### config.mk
export PLATFORM = sky130hd
export DESIGN_NAME = ex_stage_flat
export DESIGN_NICKNAME = d
export VERILOG_FILES = /design/src/rtl/ex_stage_if.sv /design/src/rtl/ex_stage.sv /design/src/flat_wrapper.sv
export SDC_FILE = /design/constraint.sdc
export NUM_CORES = 1
export LEC_CHECK = 0
export ABC_AREA = 1
export CORE_MARGIN = 3
export CORE_UTILIZATION = 45
export DETAILED_ROUTE_END_ITERATION = 10
export PLACE_DENSITY = 0.82
export SLEW_MARGIN = 10
export SYNTH_ARGS = -nofsm -noshare
export SYNTH_HDL_FRONTEND = slang
export SYNTH_SLANG_ARGS = --single-unit
### constraint.sdc
create_clock -name clk -period 5.45 [get_ports clk]
set_clock_uncertainty 0.15 [all_clocks]
set_input_delay 1.3625 -clock clk [delete_from_list [all_inputs] [get_ports clk]]
set_output_delay 1.3625 -clock clk [all_outputs]
set_load 0.01 [all_outputs]
### src/rtl/ex_stage_if.sv
// Pipeline buses, stall handshake and data-SRAM request of the MIPS execute stage.
// master = the EX stage itself, slave = its surroundings (ID, MEM, stall controller, SRAM).
interface ex_stage_if #(
  parameter int ID_TO_EX_WD  = 159,
  parameter int EX_TO_MEM_WD = 76,
  parameter int STALL_WD     = 6
);
  logic [STALL_WD-1:0]     stall;
  logic                    stallreq_for_ex;
  logic [ID_TO_EX_WD-1:0]  id_to_ex_bus;
  logic [EX_TO_MEM_WD-1:0] ex_to_mem_bus;
  logic [37:0]             ex_to_rf_bus;
  logic                    data_sram_en;
  logic [3:0]              data_sram_wen;
  logic [31:0]             data_sram_addr;
  logic [31:0]             data_sram_wdata;

  modport master (
    input  stall, id_to_ex_bus,
    output stallreq_for_ex, ex_to_mem_bus, ex_to_rf_bus,
           data_sram_en, data_sram_wen, data_sram_addr, data_sram_wdata
  );

  modport slave (
    output stall, id_to_ex_bus,
    input  stallreq_for_ex, ex_to_mem_bus, ex_to_rf_bus,
           data_sram_en, data_sram_wen, data_sram_addr, data_sram_wdata
  );
endinterface

### src/rtl/ex_stage.sv
// MIPS execute stage: ID->EX register, 12-op ALU, data-SRAM request, HI/LO registers.
// Define EX_DIV_EN to add the restoring divider for DIV/DIVU (33-cycle stall).
module ex_stage (
  input  logic       clk,
  input  logic       rst,
  ex_stage_if.master bus
);
  localparam int ID_TO_EX_WD = 159;

  logic [ID_TO_EX_WD-1:0] id_to_ex_q, id_to_ex_d;

  logic [31:0] pc, inst, rdata1, rdata2;
  logic [11:0] alu_op;
  logic [2:0]  src1_sel;
  logic [3:0]  src2_sel, ram_wen;
  logic        ram_en, rf_we, sel_rf_res;
  logic [4:0]  rf_waddr, sa;
  logic [15:0] imm;
  logic [31:0] src1, src2, alu_result, ex_result;
  logic        is_special, is_mfhi, is_mflo, is_mthi, is_mtlo;
  logic [31:0] hi_q, hi_d, lo_q, lo_d;
  logic        stallreq;
  logic        unused_ok;

  // Stop with the next stage running inserts a bubble; stop with it stopped holds.
  always_comb begin
    id_to_ex_d = id_to_ex_q;
    if (!bus.stall[2])
      id_to_ex_d = bus.id_to_ex_bus;
    else if (!bus.stall[3])
      id_to_ex_d = '0;
  end

  always_ff @(posedge clk) begin
    if (rst) id_to_ex_q <= '0;
    else     id_to_ex_q <= id_to_ex_d;
  end

  assign {pc, inst, alu_op, src1_sel, src2_sel, ram_en, ram_wen, rf_we, rf_waddr,
          sel_rf_res, rdata1, rdata2} = id_to_ex_q;

  assign imm = inst[15:0];
  assign sa  = inst[10:6];

  assign src1 = ({32{src1_sel[2]}} & {27'd0, sa})
              | ({32{src1_sel[1]}} & pc)
              | ({32{src1_sel[0]}} & rdata1);
  assign src2 = ({32{src2_sel[3]}} & {16'd0, imm})
              | ({32{src2_sel[2]}} & 32'd8)
              | ({32{src2_sel[1]}} & {{16{imm[15]}}, imm})
              | ({32{src2_sel[0]}} & rdata2);

  always_comb begin
    alu_result = '0;
    if (alu_op[11]) alu_result = alu_result | (src1 + src2);
    if (alu_op[10]) alu_result = alu_result | (src1 - src2);
    if (alu_op[9])  alu_result = alu_result | {31'd0, $signed(src1) < $signed(src2)};
    if (alu_op[8])  alu_result = alu_result | {31'd0, src1 < src2};
    if (alu_op[7])  alu_result = alu_result | (src1 & src2);
    if (alu_op[6])  alu_result = alu_result | ~(src1 | src2);
    if (alu_op[5])  alu_result = alu_result | (src1 | src2);
    if (alu_op[4])  alu_result = alu_result | (src1 ^ src2);
    if (alu_op[3])  alu_result = alu_result | (src2 << src1[4:0]);
    if (alu_op[2])  alu_result = alu_result | (src2 >> src1[4:0]);
    if (alu_op[1])  alu_result = alu_result | $unsigned($signed(src2) >>> src1[4:0]);
    if (alu_op[0])  alu_result = alu_result | {imm, 16'd0};
  end

  assign is_special = (inst[31:26] == 6'd0);
  assign is_mfhi    = is_special && (inst[5:0] == 6'h10);
  assign is_mthi    = is_special && (inst[5:0] == 6'h11);
  assign is_mflo    = is_special && (inst[5:0] == 6'h12);
  assign is_mtlo    = is_special && (inst[5:0] == 6'h13);

`ifdef EX_DIV_EN
  typedef enum logic [1:0] {DIV_IDLE, DIV_RUN, DIV_DONE} div_state_e;

  div_state_e  state_q, state_d;
  logic [4:0]  cnt_q, cnt_d;
  logic [31:0] rem_q, rem_d, quo_q, quo_d, divisor_q, divisor_d, dividend_q, dividend_d;
  logic        neg_quo_q, neg_quo_d, neg_rem_q, neg_rem_d, by_zero_q, by_zero_d;
  logic        is_div, is_signed_div, div_wr;
  logic [32:0] shifted;
  logic [33:0] diff;
  logic [31:0] div_hi, div_lo;
  logic        unused_div;

  assign is_div        = is_special && (inst[5:1] == 5'b01101);
  assign is_signed_div = ~inst[0];

  always_ff @(posedge clk) begin
    if (rst) begin
      state_q    <= DIV_IDLE;
      cnt_q      <= '0;
      rem_q      <= '0;
      quo_q      <= '0;
      divisor_q  <= '0;
      dividend_q <= '0;
      neg_quo_q  <= 1'b0;
      neg_rem_q  <= 1'b0;
      by_zero_q  <= 1'b0;
    end else begin
      state_q    <= state_d;
      cnt_q      <= cnt_d;
      rem_q      <= rem_d;
      quo_q      <= quo_d;
      divisor_q  <= divisor_d;
      dividend_q <= dividend_d;
      neg_quo_q  <= neg_quo_d;
      neg_rem_q  <= neg_rem_d;
      by_zero_q  <= by_zero_d;
    end
  end

  always_comb begin
    state_d = state_q;
    case (state_q)
      DIV_IDLE: if (is_div) state_d = DIV_RUN;
      DIV_RUN:  if (cnt_q == 5'd31) state_d = DIV_DONE;
      DIV_DONE: if (!bus.stall[2]) state_d = DIV_IDLE;
      default:  state_d = DIV_IDLE;
    endcase
  end

  always_comb begin
    stallreq = 1'b0;
    div_wr   = 1'b0;
    case (state_q)
      DIV_IDLE: stallreq = is_div;
      DIV_RUN:  stallreq = 1'b1;
      DIV_DONE: div_wr   = 1'b1;
      default:  stallreq = 1'b0;
    endcase
  end

  // Operands are captured as magnitudes so the register may be bubbled or reloaded mid-divide.
  always_comb begin
    cnt_d      = cnt_q;
    rem_d      = rem_q;
    quo_d      = quo_q;
    divisor_d  = divisor_q;
    dividend_d = dividend_q;
    neg_quo_d  = neg_quo_q;
    neg_rem_d  = neg_rem_q;
    by_zero_d  = by_zero_q;
    shifted    = {rem_q, quo_q[31]};
    diff       = {1'b0, shifted} - {2'b00, divisor_q};
    if (state_q == DIV_IDLE && is_div) begin
      cnt_d      = '0;
      rem_d      = '0;
      quo_d      = (is_signed_div && rdata1[31]) ? -rdata1 : rdata1;
      divisor_d  = (is_signed_div && rdata2[31]) ? -rdata2 : rdata2;
      dividend_d = rdata1;
      neg_quo_d  = is_signed_div && (rdata1[31] ^ rdata2[31]);
      neg_rem_d  = is_signed_div && rdata1[31];
      by_zero_d  = (rdata2 == 32'd0);
    end else if (state_q == DIV_RUN) begin
      cnt_d = cnt_q + 5'd1;
      if (!diff[33]) begin
        rem_d = diff[31:0];
        quo_d = {quo_q[30:0], 1'b1};
      end else begin
        rem_d = shifted[31:0];
        quo_d = {quo_q[30:0], 1'b0};
      end
    end
  end

  assign div_lo     = by_zero_q ? 32'hFFFF_FFFF : (neg_quo_q ? -quo_q : quo_q);
  assign div_hi     = by_zero_q ? dividend_q    : (neg_rem_q ? -rem_q : rem_q);
  assign unused_div = diff[32];
`else
  assign stallreq = 1'b0;
`endif

  always_comb begin
    hi_d = hi_q;
    lo_d = lo_q;
    if (is_mthi) hi_d = rdata1;
    if (is_mtlo) lo_d = rdata1;
`ifdef EX_DIV_EN
    if (div_wr) begin
      hi_d = div_hi;
      lo_d = div_lo;
    end
`endif
  end

  always_ff @(posedge clk) begin
    if (rst) begin
      hi_q <= '0;
      lo_q <= '0;
    end else begin
      hi_q <= hi_d;
      lo_q <= lo_d;
    end
  end

  always_comb begin
    ex_result = alu_result;
    if (is_mfhi)      ex_result = hi_q;
    else if (is_mflo) ex_result = lo_q;
  end

  assign bus.ex_to_mem_bus   = {pc, ram_en, ram_wen, sel_rf_res, rf_we, rf_waddr, ex_result};
  assign bus.ex_to_rf_bus    = {rf_we, rf_waddr, ex_result};
  assign bus.data_sram_en    = ram_en;
  assign bus.data_sram_wen   = ram_wen;
  assign bus.data_sram_addr  = alu_result;
  assign bus.data_sram_wdata = rdata2;
  assign bus.stallreq_for_ex = stallreq;

  assign unused_ok = ^{bus.stall[5:4], bus.stall[1:0], inst[25:16]};
endmodule

### src/flat_wrapper.sv
// flat-port wrapper written by rule: the top's interface ports become plain ports
module ex_stage_flat 
  (clk, rst, bus_stall, bus_id_to_ex_bus, bus_stallreq_for_ex, bus_ex_to_mem_bus, bus_ex_to_rf_bus, bus_data_sram_en, bus_data_sram_wen, bus_data_sram_addr, bus_data_sram_wdata);
  ex_stage_if bus_i ();
  input  logic clk;
  input  logic rst;
  input wire logic [$bits(bus_i.stall)-1:0] bus_stall;
  input wire logic [$bits(bus_i.id_to_ex_bus)-1:0] bus_id_to_ex_bus;
  output wire logic [$bits(bus_i.stallreq_for_ex)-1:0] bus_stallreq_for_ex;
  output wire logic [$bits(bus_i.ex_to_mem_bus)-1:0] bus_ex_to_mem_bus;
  output wire logic [$bits(bus_i.ex_to_rf_bus)-1:0] bus_ex_to_rf_bus;
  output wire logic [$bits(bus_i.data_sram_en)-1:0] bus_data_sram_en;
  output wire logic [$bits(bus_i.data_sram_wen)-1:0] bus_data_sram_wen;
  output wire logic [$bits(bus_i.data_sram_addr)-1:0] bus_data_sram_addr;
  output wire logic [$bits(bus_i.data_sram_wdata)-1:0] bus_data_sram_wdata;
  assign bus_i.stall = bus_stall;
  assign bus_i.id_to_ex_bus = bus_id_to_ex_bus;
  assign bus_stallreq_for_ex = bus_i.stallreq_for_ex;
  assign bus_ex_to_mem_bus = bus_i.ex_to_mem_bus;
  assign bus_ex_to_rf_bus = bus_i.ex_to_rf_bus;
  assign bus_data_sram_en = bus_i.data_sram_en;
  assign bus_data_sram_wen = bus_i.data_sram_wen;
  assign bus_data_sram_addr = bus_i.data_sram_addr;
  assign bus_data_sram_wdata = bus_i.data_sram_wdata;
  ex_stage u_core (.clk(clk), .rst(rst), .bus(bus_i));
endmodule
==> results of run 1 <==
## per-stage QoR
stage	util	worst slack, ns	hold slack, ns
floorplan	-	1.06	0.284
global placement	0.585	-0.0480	0.293
detailed placement	0.585	-0.102	0.295
CTS	0.613	-0.124	0.307
global route	0.631	-0.193	0.323
finish	0.631	-0.0170	0.306
## kinds of logic (layout without fill, tap and decap cells)
kind of cell	count (synthesis)	in the layout	synth area share
other cells	1	2	0.000184
simple gates	1847	1847	0.399
fa+ha+maj	97	97	0.0602
compound gates	605	605	0.175
flops	213	213	0.209
buf+inv	679	1188	0.156
## sequential cells by signal, indices dropped and copies added, names as in the netlist
signal and cells:
u_core.id_to_ex_q 149, u_core.lo_q 32, u_core.hi_q 32
## power breakdown
group / total [mW] / switching (mW) / internal (mW)
clock network: 1.48 / 0.644 / 0.838
logic: 2.27 / 1.35 / 0.924
registers: 1.67 / 0.0561 / 1.61
## cell type report
class | instances | area, um2
fillers | 4223 | 16400
inverters | 357 | 1360
repair buffers | 794 | 7000
flip-flops and latches | 213 | 4270
well taps | 592 | 741
diodes | 1 | 2.50
clock inverters | 11 | 125
multi-input cells | 2550 | 14000
clock buffers | 26 | 564
## per-layer routing
metal  vias to the layer above  track usage
met1                     12463        0.557
met4                         2        0.227
li1                      12266            -
met5                         -            0
met3                       316       0.0793
met2                      1640        0.681
## worst max-delay path by stage
stage / end / slack (ns) / cells past startpoint
CTS: bus_ex_to_mem_bus[29] / -0.12 / 20
floorplan: bus_ex_to_rf_bus[10] / 1.06 / 16
global route: bus_ex_to_rf_bus[29] / -0.19 / 22
global placement: bus_ex_to_mem_bus[29] / -0.05 / 18
detailed placement: bus_ex_to_mem_bus[29] / -0.10 / 18
finish: bus_ex_to_rf_bus[29] / -0.02 / 18
## cell usage in the layout, fill, tap and decap left out, types with 34 or more instances in the layout
master and n:
ha_1 73, o21ai_0 60, o21ai_1 47, nand3_2 37
dlygate4sd2_1 38, nor2_2 34, nand2_2 55, a21oi_1 269
dfxtp_1 206, clkdlybuf4s50_1 253, nand3_1 550, nor2_1 219
buf_4 433, inv_1 313, a211oi_1 66, inv_2 34
nand2_1 844
## timing repair
action,CTS,global route
setup endpoints to repair,86,88
pin swaps,25,34
setup buffers,11,15
gates resized for setup,188,217
gates cloned,0,0
## worst reg2reg max path: stages (launching register included)
cell	delay, ns
dfxtp_1	0.31
inv_1	0.17
nor2_1	0.07
inv_1	0.09
nor2_1	0.07
nand4_1	0.09
buf_4	0.53
nor2_1	0.19
a211oi_1	0.24
==> results.md, run 1 <==
- Final Power: 5.42 mW
- Layout Nets: 4201
- Vias per inst: 5.87
- R2R Setup Slk: 3.42 ns
- CTS Buf Count: 21
- Routed WL: 109000 um
- Status: finished, violations left
- Worst path slowest cell: clkdlybuf4s50_1
- Worst-margin pin slew: 1.16 ns
- Worst VDD drop: 0.000250 V
- Worst hold path depth: 2
- Critical path data required time: 3.94 ns
- Worst rel slew slack: 0.230
- Clk root buf: clkbuf_16
- Final hold vios: 0
- Hold/Removal Path Class: reg -> reg
- Ranking of synthesized cells by area: dfxtp_1 (21%), nand2_1 (16%), nand3_1 (14%), a21oi_1 (7.4%), inv_1 (6.1%)
- Cell with the most instances after synthesis: nand2_1
- H-tree Lvls: 1
- WL per Instance: 24.0 um
- Asr flop ratio synth: 0
- Hold_buf cts: 0
- Largest net degree at the start of global routing: 150
- Sequential fraction of the synthesis area: 0.209
- Reg-to-reg critical path endpoint: u_core.lo_q[22]$_SDFFE_PP0P_
- Final standard cell count with taps included and fillers excluded: 4544
- Tcrit/Tclk final: 1.00
- Leakage: 13.3 nW
- Fraction of final layout cells with drive strength greater than 1: 0.212
- Metal3 WL: 12000 um
- Mean Syn Cell Area: 5.92 um2
- Buf/Inv on CP: 6
- Crit end category: primary output
- Final ANT Viol Nets: 0
- Crit path launch: u_core.id_to_ex_q[80]$_SDFFE_PP0P_
- Fin. max-slew vios: 0
- Fmax: 0.183 GHz
- DR vias: 26.7k
- Synth Cell Area: 20400 um2
- Peak fanout along the critical path: 16
- Crit Reg-Reg Startpoint: u_core.id_to_ex_q[99]$_SDFFE_PP0P_
- WL met1: 42400 um
- Design area: 28100 um2
- 1st-pass router iterations: 6
- DR DRC count: 0
- Top FF cell, synth: dfxtp_1
- Number of global-route vias before repair: 24.3k
- Die W: 219 um
- Crit Path Class: reg -> out
- Core area: 44500 um2
- DP Cell Count: 4481
- Top Layer Used: met5
- Initial core utilization: 0.458
- Hold worst-path end: u_core.hi_q[13]$_SDFFE_PP0P_
- Unrepaired setup endpoints after global routing: true
- Worst-Skew Late Latency: 0.51 ns
- CTS tree: done
- Mapped Nets: 3706
- DP Area: 26100 um2
- Synth cell types: 56
- Area grow syn2layout: 37.6%
- Post-synth top area cell: dfxtp_1
- Critical path cell sequence: inv_4, buf_12, o22ai_1, buf_4, buf_4, ha_1, a21oi_1, a21boi_1, o21ai_0, buf_4, a21oi_1, a21oi_1, nor2_1, nor2_4, nand3_4, nand2_1, nand2_1, clkdlybuf4s50_1
- CP peak stage delay: 0.55 ns
- Final Setup Violations: 3
- Initial drt markers: 3535
- I/O Pins: 351
- Row cnt: 77
- Share of the synthesized area in the top cell type: 0.209
- Synth Instances: 3442
- Overflow after GRT: 0
- Clk sinks: 213
- Failing checks: setup timing
- Reg2reg path depth: 8
- Overall die height: 219 um
- Antenna violations before repair: 2
- Data arrival, critical path: 3.95 ns
- Met2 wire len: 47600 um
- Synth warn: 0
- Yosys reg bits: 213
- Setup ws final: -0.0170 ns
- Crit path max-delay family: buffers and inverters
- Port bufs: 335
- First-pass GRT wire length: 154000 um
- Startpoint Class: flop
- Post-synth top cells: nand2_1 (879), nand3_1 (578), inv_1 (334)
- Min Tclk post-route: 5.47 ns
- Detailed placement HPWL: 87400 um
- Sum Neg Setup Slack: -0.0400 ns
- PwrDens: 193 nW/um2
- GR Util All Layers: 0.430
- # Max-Cap Violations: 0
- Worst-path clk slew: 0.06 ns
- Clk buf depth: 3
- Final Wtd Congestion: 1.11
- Die area: 47900 um2
- Hold path start: u_core.hi_q[13]$_SDFFE_PP0P_
- Post-synth EDFFs: 0
No activity file was read; power rests on OpenSTA's default activity.
==> run 2, diff against run 1 <==
--- a/config.mk
+++ b/config.mk
@@ -9,6 +9,7 @@
 export CORE_MARGIN = 3
 export CORE_UTILIZATION = 45
 export DETAILED_ROUTE_END_ITERATION = 10
+export HOLD_SLACK_MARGIN = 0.02
 export PLACE_DENSITY = 0.82
 export SLEW_MARGIN = 10
 export SYNTH_ARGS = -nofsm -noshare
==> results of run 2 <==
The final DEF is identical to that of run 1; final timing and power are the same.
